### src/rtl/fetch_ctrl.sv
// fetch_ctrl: instruction fetch controller between the PC register, instruction
// memory and the decode stage.
//
// Ports
//   CLK        in   clock, all state on rising edge
//   Reset_L    in   synchronous active-low reset
//   pc         in   current PC from the PC register
//   PC_write   out  PC register load enable
//   npc        out  next PC value for the PC register
//   br_taken   in   one-cycle redirect pulse from execute
//   br_target  in   redirect address, valid with br_taken
//   imem_req   out  instruction memory request
//   imem_addr  out  instruction memory address
//   imem_ack   in   memory response valid (may coincide with imem_req)
//   imem_data  in   instruction word, valid with imem_ack
//   id_stall   in   decode cannot accept a new instruction
//   id_valid   out  id_instr/id_pc4 hold a live instruction
//   id_instr   out  registered instruction to decode
//   id_pc4     out  registered fetch address + 4
module fetch_ctrl #(
  parameter logic [31:0] NOP_INSTR = 32'h0000_0000
) (
  input  logic        CLK,
  input  logic        Reset_L,
  input  logic [31:0] pc,
  output logic        PC_write,
  output logic [31:0] npc,
  input  logic        br_taken,
  input  logic [31:0] br_target,
  output logic        imem_req,
  output logic [31:0] imem_addr,
  input  logic        imem_ack,
  input  logic [31:0] imem_data,
  input  logic        id_stall,
  output logic        id_valid,
  output logic [31:0] id_instr,
  output logic [31:0] id_pc4
);

  typedef enum logic [1:0] {StIdle, StFetch, StHold, StDrain} state_e;

  state_e      state_q;
  logic [31:0] skid_instr_q;
  logic [31:0] skid_pc4_q;
  logic [31:0] drain_addr_q;
  logic [31:0] pc4;
  logic        slot_free;

  assign pc4       = pc + 32'd4;  // wraps modulo 2^32
  assign slot_free = !id_valid || !id_stall;

  // Request and PC-update signals are combinational so a zero-wait memory
  // sustains one instruction per cycle.
  always_comb begin
    imem_req  = 1'b0;
    imem_addr = pc;
    PC_write  = 1'b0;
    npc       = pc4;
    if (Reset_L) begin
      imem_req  = (state_q == StFetch) || (state_q == StDrain);
      // In DRAIN the abandoned request must keep its original address.
      imem_addr = (state_q == StDrain) ? drain_addr_q : pc;
      if (br_taken) begin
        PC_write = 1'b1;
        npc      = br_target;
      end else if (state_q == StFetch && imem_ack) begin
        PC_write = 1'b1;
      end
    end
  end

  always_ff @(posedge CLK) begin
    if (!Reset_L) begin
      state_q      <= StIdle;
      id_valid     <= 1'b0;
      id_instr     <= NOP_INSTR;
      id_pc4       <= 32'd0;
      skid_instr_q <= 32'd0;
      skid_pc4_q   <= 32'd0;
      drain_addr_q <= 32'd0;
    end else if (br_taken) begin
      // Redirect flushes the decode slot and any skid contents.
      id_valid     <= 1'b0;
      id_instr     <= NOP_INSTR;
      skid_instr_q <= 32'd0;
      skid_pc4_q   <= 32'd0;
      case (state_q)
        StFetch: begin
          if (!imem_ack) begin
            drain_addr_q <= pc;
            state_q      <= StDrain;
          end
        end
        StDrain: begin
          if (imem_ack) state_q <= StFetch;
        end
        default: state_q <= StFetch;
      endcase
    end else begin
      case (state_q)
        StIdle: begin
          state_q <= StFetch;
          if (id_valid && !id_stall) begin
            id_valid <= 1'b0;
            id_instr <= NOP_INSTR;
          end
        end
        StFetch: begin
          if (imem_ack && slot_free) begin
            id_valid <= 1'b1;
            id_instr <= imem_data;
            id_pc4   <= pc4;
          end else if (imem_ack) begin
            // Decode is stalled on a live instruction: park the response.
            skid_instr_q <= imem_data;
            skid_pc4_q   <= pc4;
            state_q      <= StHold;
          end else if (id_valid && !id_stall) begin
            id_valid <= 1'b0;
            id_instr <= NOP_INSTR;
          end
        end
        StHold: begin
          if (!id_stall) begin
            id_valid <= 1'b1;
            id_instr <= skid_instr_q;
            id_pc4   <= skid_pc4_q;
            state_q  <= StFetch;
          end
        end
        StDrain: begin
          if (imem_ack) state_q <= StFetch;
          if (id_valid && !id_stall) begin
            id_valid <= 1'b0;
            id_instr <= NOP_INSTR;
          end
        end
        default: state_q <= StIdle;
      endcase
    end
  end

endmodule

### config.mk
export PLATFORM = sky130hd
export DESIGN_NAME = fetch_ctrl
export DESIGN_NICKNAME = d
export VERILOG_FILES = /design/src/rtl/fetch_ctrl.sv
export SDC_FILE = /design/constraint.sdc
export NUM_CORES = 1
export LEC_CHECK = 0
export CELL_PAD_IN_SITES_DETAIL_PLACEMENT = 1
export CELL_PAD_IN_SITES_GLOBAL_PLACEMENT = 1
export CORE_UTILIZATION = 34
export DETAILED_ROUTE_END_ITERATION = 10
export PLACE_DENSITY = 0.8
export RECOVER_POWER = 100
export SLEW_MARGIN = 15
export SYNTH_ARGS = -nofsm -noshare
export SYNTH_HDL_FRONTEND = slang
export SYNTH_SLANG_ARGS = --single-unit
### constraint.sdc
create_clock -name CLK -period 2.7 [get_ports CLK]
set_clock_uncertainty 0.05 [all_clocks]
set_input_delay 0.54 -clock CLK [delete_from_list [all_inputs] [get_ports CLK]]
set_output_delay 0.54 -clock CLK [all_outputs]
set_load 0.03 [all_outputs]
==> flow_summary.ini, run 1 <==
[outcome]
outcome = finished with violations
violations = negative setup slack

[critical_path]
r2r_end = id_instr[9]
worstPathMaxFanout = 4
reg2regPathDepth = 10
cp_data_required_time_ns = 2.11
critPathSlowestCell = nor4_4
worstPathCellList = clkdlybuf4s15_1, nand4_1, buf_4, nor4_4, nand4_1, xor2_2, a21oi_2, buf_6
slowest_delay_ns = 0.29
path_buf_inv = 3
rrSetupSlack_ns = 0.09
critPathTopFamily = buffers and inverters
endpoint_kind = output port
crit_arrival_ns = 2.18
rr_startpoint = state_q[0]
cpMostUsedCell = nand4_1
crit_path_start = pc[20]
path_class = primary input to output port
cp-start-kind = primary input

[layout]
drive_gt1_frac = 0.254
nNetsFinal = 1350
regArea_sq_um = 3260
syn2layout_area_growth_pct = 54.9
multi_input_area_sq_um = 4300
fillCellCount = 2551

[placement]
dpl.hpwl_um = 20100
io_buffers = 231
gp_congestion = 0.823
post-place-ws_ns = -0.702

[clock_network]
cts_tree = built
clockBufferDepth = 2
cts_root_buf = clkbuf_16
insertion_delay_ns = 0.43
clkSlewWorstSetupHoldPaths_ns = 0.07
h-tree-depth = 4
cts_buffers = 17
cts.sinks = 163

[synthesis]
ys_types = 50
yosys_warnings = 0
synthFlopType = dfxtp_1
yosysSeqAreaShare = 0.431
synth_edf_count = 0
syn-cell-area_sq_um = 7580
ys_ff_latch = 163
syn-instance-count = 940
syn_nets = 1047
syn_area_per_cell_sq_um = 8.06
async_flop_share = 0

[sta]
finalHoldViolations = 0
setup_slack_ns = -0.0659
tightest_slew_ns = 0.853
relSlewSlack = 0.432
final-max-slew-violation-count = 0
fmax_ghz = 0.362
rsz0062_at_grt = yes
finalCritPeriodShare = 1.02
period_minus_slack_ns = 2.77
finalSetupViolCount = 25
finalSetupTns_ns = -0.660

[pwr]
combPwrFrac = 0.239
p_int_w = 0.00434
power.density_nw_per_um2 = 553
seqPwrFrac = 0.389
p_sw_frac = 0.331
power.leakage_nw = 4.56
power_frac_clock = 0.372
ir_drop_mv = 0.374
p_sw_w = 0.00215

[routing]
route.detailed.vias_per_inst = 5.46
drc = 0
first_pass_iters = 4
drt-wirelength-per-cell_um = 19.9
drtAntennaViolNets = 0
drtIter0Drc = 532
drt-total-wl_um = 30600
vias = 8391

[floorplan]
io_pins = 232
fp.dieH_um = 151
start_util = 0.347
die_area_sq_um = 22900
core_sq_um = 21800
rows = 54
dieWidth_um = 151

[global_route]
use_met3 = 0.0605
grt_pass1_vias = 8685
grt_use_met2 = 0.452
busiest_layer = met2
grt_pass1_wl_um = 46800
grt_usage = 0.266
grt_max_degree = 42
antenna_found_initial = 2
grt_util_met1 = 0.321
overflow = 0

[hold_path]
hold_class = primary input to flop
whs_path_depth = 3
hold_end = drain_addr_q[6]
hp-start = pc[6]

[job]
maxCapViolations = 0
==> worst max-delay path by stage <==
stage | end | slack (ns) | cells after the start
2_1_floorplan | npc[25] | -0.06 | 6
3_3_place_gp | npc[22] | -0.62 | 8
3_5_place_dp | npc[22] | -0.70 | 8
4_1_cts | npc[25] | -0.07 | 7
5_1_grt | npc[29] | -0.14 | 9
6_report | npc[30] | -0.07 | 8
==> what timing repair did <==
action                     CTS  global route
pin swaps                   25            21
resized for setup          166            34
setup buffers               11             3
hold buffers                 0             0
setup endpoints to repair   56            44
==> power by group through the flow <==
| stage | clock, W | combinational [W] | sequential (W) |
|---|---|---|---|
| after floorplan | 0 | 0.000676 | 0.00268 |
| after global placement | 0 | 0.00153 | 0.00258 |
| after detailed placement | 0 | 0.00156 | 0.00258 |
| after CTS | 0.00245 | 0.00158 | 0.00253 |
| after global routing | 0.00256 | 0.00165 | 0.00254 |
| final | 0.00242 | 0.00155 | 0.00253 |
==> per-layer routing <==
| metal | wire (um) | up-vias |
|---|---|---|
| li1 | - | 3930 |
| met1 | 12700 | 4126 |
| met2 | 15300 | 268 |
| met3 | 1640 | 65 |
| met4 | 915 | 2 |
| met5 | 13 | - |
==> cell usage after synthesis (all sizes together) (2+ instances only) <==
library cell	count	share of area
or4	2	0.0030
nor4	7	0.0094
ha	6	0.0099
a21oi	131	0.087
buf	14	0.0081
a211oi	21	0.021
a22o	32	0.037
o21a	6	0.0059
mux2	36	0.054
o22ai	2	0.0017
xnor2	12	0.014
nor3	9	0.0066
dfxtp	163	0.43
mux2i	4	0.0053
inv	5	0.0025
a31o	5	0.0058
and2	3	0.0025
a31oi	3	0.0025
o211ai	5	0.0050
xor2	13	0.015
nand4	9	0.0094
nand3	29	0.019
nor2	97	0.049
and3	4	0.0033
a22oi	32	0.032
nand2	169	0.084
clkbuf	63	0.031
o21ai	37	0.024
o221ai	7	0.0081
or3	4	0.0033
==> stage by stage <==
stage               cell area [sq um]  power, W  hold WS [ns]  instances  utilization
finish                          11700   0.00650         0.386       1537        0.538
global route                    11700   0.00674         0.366       1537        0.538
CTS                             11800   0.00656         0.376       1533        0.539
detailed placement              10900   0.00414         0.396       1490        0.501
global placement                10900   0.00411         0.390       1490        0.501
floorplan                        7610   0.00335         0.384        940            -
==> cell type report <==
cell class,instances,share of cell area
Antenna cell,1,0.000213
Tap cell,280,0.0298
Clock buffer,17,0.0362
Clock inverter,15,0.0139
Inverter,6,0.00192
Multi-Input combinational cell,694,0.366
Sequential cell,163,0.278
Timing Repair Buffer,361,0.274
==> sequential cells by signal, indices dropped and copies added (netlist names) <==
register and flops:
drain_addr_q 32, skid_instr_q 32, id_pc4 32, id_valid 1, state_q 2, id_instr 32
skid_pc4_q 32
==> layout by cell type (no fill, tap or decap), drive strengths merged, types with 13 or more instances in the layout <==
master	instances
nand2	169
buf	169
dfxtp	163
a21oi	131
nor2	97
clkdlybuf4s50	72
dlygate4sd3	66
o21ai	37
mux2	36
clkbuf	36
a22oi	32
a22o	32
nand3	29
dlygate4sd2	25
a211oi	21
xor2	13
==> cells by family (layout without fill, tap and decap cells) <==
group           Yosys count  after routing  synth area share
compound gates          286            286             0.235
simple gates            337            337             0.194
xor+xnor                 25             25            0.0289
other cells               0              1                 0
flops                   163            163             0.431
mux                      40             40            0.0588
fa+ha+maj                 6              6           0.00991
buf+inv                  83            399            0.0423
==> worst min-delay path: stages <==
cell and delay [ns]:
buf_4 0.15, nand2_1 0.08, a21oi_1 0.05
No activity file was read; power rests on OpenSTA's default activity.
==> run 2: changes to the inputs <==
--- a/config.mk
+++ b/config.mk
@@ -7,9 +7,10 @@
 export LEC_CHECK = 0
 export CELL_PAD_IN_SITES_DETAIL_PLACEMENT = 1
 export CELL_PAD_IN_SITES_GLOBAL_PLACEMENT = 1
-export CORE_UTILIZATION = 34
+export CORE_UTILIZATION = 31
+export CTS_CLUSTER_DIAMETER = 60
 export DETAILED_ROUTE_END_ITERATION = 10
-export PLACE_DENSITY = 0.8
+export PLACE_DENSITY = 0.77
 export RECOVER_POWER = 100
 export SLEW_MARGIN = 15
 export SYNTH_ARGS = -nofsm -noshare
==> constraint.sdc (replaced) <==
create_clock -name CLK -period 2.5 [get_ports CLK]
set_clock_uncertainty 0.05 [all_clocks]
set_input_delay 0.5 -clock CLK [delete_from_list [all_inputs] [get_ports CLK]]
set_output_delay 0.5 -clock CLK [all_outputs]
set_load 0.03 [all_outputs]
==> run 2 against run 1 <==
- the flow still finishes with violations (negative setup slack)
- setup slack worse by 0.11 ns
- hold slack better by 0.0097 ns
- combinational power up 15%
- utilization down 1.1 points
- first-iteration DRC count down 32%
- sequential power up 8.3%
- clock-buffer cell count up 4
==> flow_summary.ini, run 2 (synthesis results as in run 1) <==
[global_route]
grt_pass1_vias = 8827
grt_usage = 0.242
grt_pass1_wl_um = 47000
antenna_found_initial = 0
overflow = 0
grt_max_degree = 59

[sta]
rsz0062_at_grt = yes
relSlewSlack = 0.475
finalSetupTns_ns = -1.59
finalCritPeriodShare = 1.07
tightest_slew_ns = 0.787
finalHoldViolations = 0
final-max-slew-violation-count = 0
period_minus_slack_ns = 2.68
finalSetupViolCount = 36
setup_slack_ns = -0.175
fmax_ghz = 0.374

[clock_network]
h-tree-depth = 4
cts_buffers = 17
postCtsHoldBufs = 0
clkSlewWorstSetupHoldPaths_ns = 0.07
cts.sinks = 163
insertion_delay_ns = 0.42
clockBufferDepth = 2
cts_root_buf = clkbuf_16
cts_tree = built

[pwr]
power.density_nw_per_um2 = 575
finalPower_w = 0.00720
p_sw_w = 0.00221
power_frac_clock = 0.372
seqPwrFrac = 0.380
ir_drop_mv = 0.517
power.leakage_nw = 4.95
combPwrFrac = 0.248
p_sw_frac = 0.308
p_int_w = 0.00499

[floorplan]
start_util = 0.319
fp.dieH_um = 158
io_pins = 232
dieWidth_um = 158
die_area_sq_um = 25100
core_sq_um = 23800
rows = 56

[critical_path]
crit_arrival_ns = 2.13
worstPathMaxFanout = 3
endpoint_kind = output port
path_class = primary input to output port
cp_data_required_time_ns = 1.95
cp-start-kind = primary input

[outcome]
violations = negative setup slack
outcome = finished with violations

[layout]
final_cell_count_no_fill = 1621
fillCellCount = 2711
drive_gt1_frac = 0.312
num_antenna_cells = 0
nNetsFinal = 1396
syn2layout_area_growth_pct = 65.3
final_cell_mix = dfxtp_1, nand2_1, buf_4
layout_commonest_cell = dfxtp_1

[placement]
post-place-ws_ns = -1.13
placed_cells = 1553
gp_congestion = 0.819
dpl.hpwl_um = 20700
io_buffers = 231

[hold_path]
hold_class = primary input to flop

[routing]
route.detailed.vias_per_inst = 5.26
drt-total-wl_um = 32000
drc = 0
vias = 8523
first_pass_iters = 5
drt-wirelength-per-cell_um = 19.7
drtIter0Drc = 364
drtAntennaViolNets = 0

[job]
maxCapViolations = 0
-- run 2: cell count changes in the layout (fill, tap and decap cells not counted), moves of 5 or more --
cell	change
buf_6	+34
buf_4	+25
dlygate4sd2_1	-21
a21oi_1	-8
clkbuf_1	+7
clkbuf_4	+7
xor2_1	-7
xor2_2	+7
clkbuf_2	-6
inv_8	-5
-- run 2: final timing paths --
| kind | from | end | slack (ns) | cells past startpoint |
|---|---|---|---|---|
| worst max-delay path | pc[10] | npc[25] | -0.18 | 8 |
| worst min-delay path | pc[9] | drain_addr_q[9] | 0.40 | 4 |
| worst max register to register | state_q[0] | id_pc4[25] | -0.06 | 9 |
| worst min register to register | id_pc4[4] | id_pc4[4] | 0.40 | 2 |
-- run 2: worst max-delay path: stages --
cell	delay (ns)
buf_8	0.07
nand4_1	0.12
or4_4	0.63
o31a_1	0.29
nor2_1	0.16
buf_4	0.17
a21oi_4	0.05
buf_6	0.14
-- run 2: cell type report --
| cell class | instances | area, sq um | area share |
|---|---|---|---|
| Timing Repair Buffer | 407 | 3700 | 0.295 |
| Clock buffer | 21 | 470 | 0.0376 |
| Tap cell | 319 | 399 | 0.0319 |
| Multi-Input combinational cell | 694 | 4550 | 0.363 |
| Clock inverter | 11 | 123 | 0.00979 |
| Inverter | 6 | 22.5 | 0.00180 |
| Sequential cell | 163 | 3260 | 0.261 |
-- run 2: routing by layer --
layer / GRT usage / up-vias / part of all wire / wire length (um)
met3: 0.0400 / 53 / 0.039 / 1250
met2: 0.432 / 204 / 0.51 / 16400
li1: - / 4008 / - / -
met5: 0 / - / 0 / 0
met4: 0.0879 / 0 / 0.029 / 934
met1: 0.290 / 4258 / 0.42 / 13400
-- run 2: what timing repair did --
item | in CTS | in global routing
setup endpoints to repair | 61 | 54
gates resized for setup | 271 | 44
setup buffers | 31 | 9
cloned | 0 | 1
pin swaps | 43 | 30
-- run 2: stage by stage --
stage / util / cell area, sq um / hold slack [ns]
after floorplan: - / 7670 / 0.384
after global placement: 0.472 / 11200 / 0.389
after detailed placement: 0.472 / 11200 / 0.398
after CTS: 0.522 / 12400 / 0.372
after global routing: 0.527 / 12500 / 0.409
final: 0.527 / 12500 / 0.396
-- run 2: power by group through the flow --
| stage | combinational, W | clock, W | sequential [W] |
|---|---|---|---|
| detailed placement | 0.00171 | 0 | 0.00279 |
| finish | 0.00178 | 0.00268 | 0.00274 |
| CTS | 0.00178 | 0.00273 | 0.00274 |
| global route | 0.00189 | 0.00283 | 0.00274 |
| global placement | 0.00168 | 0 | 0.00279 |
| floorplan | 0.000742 | 0 | 0.00289 |
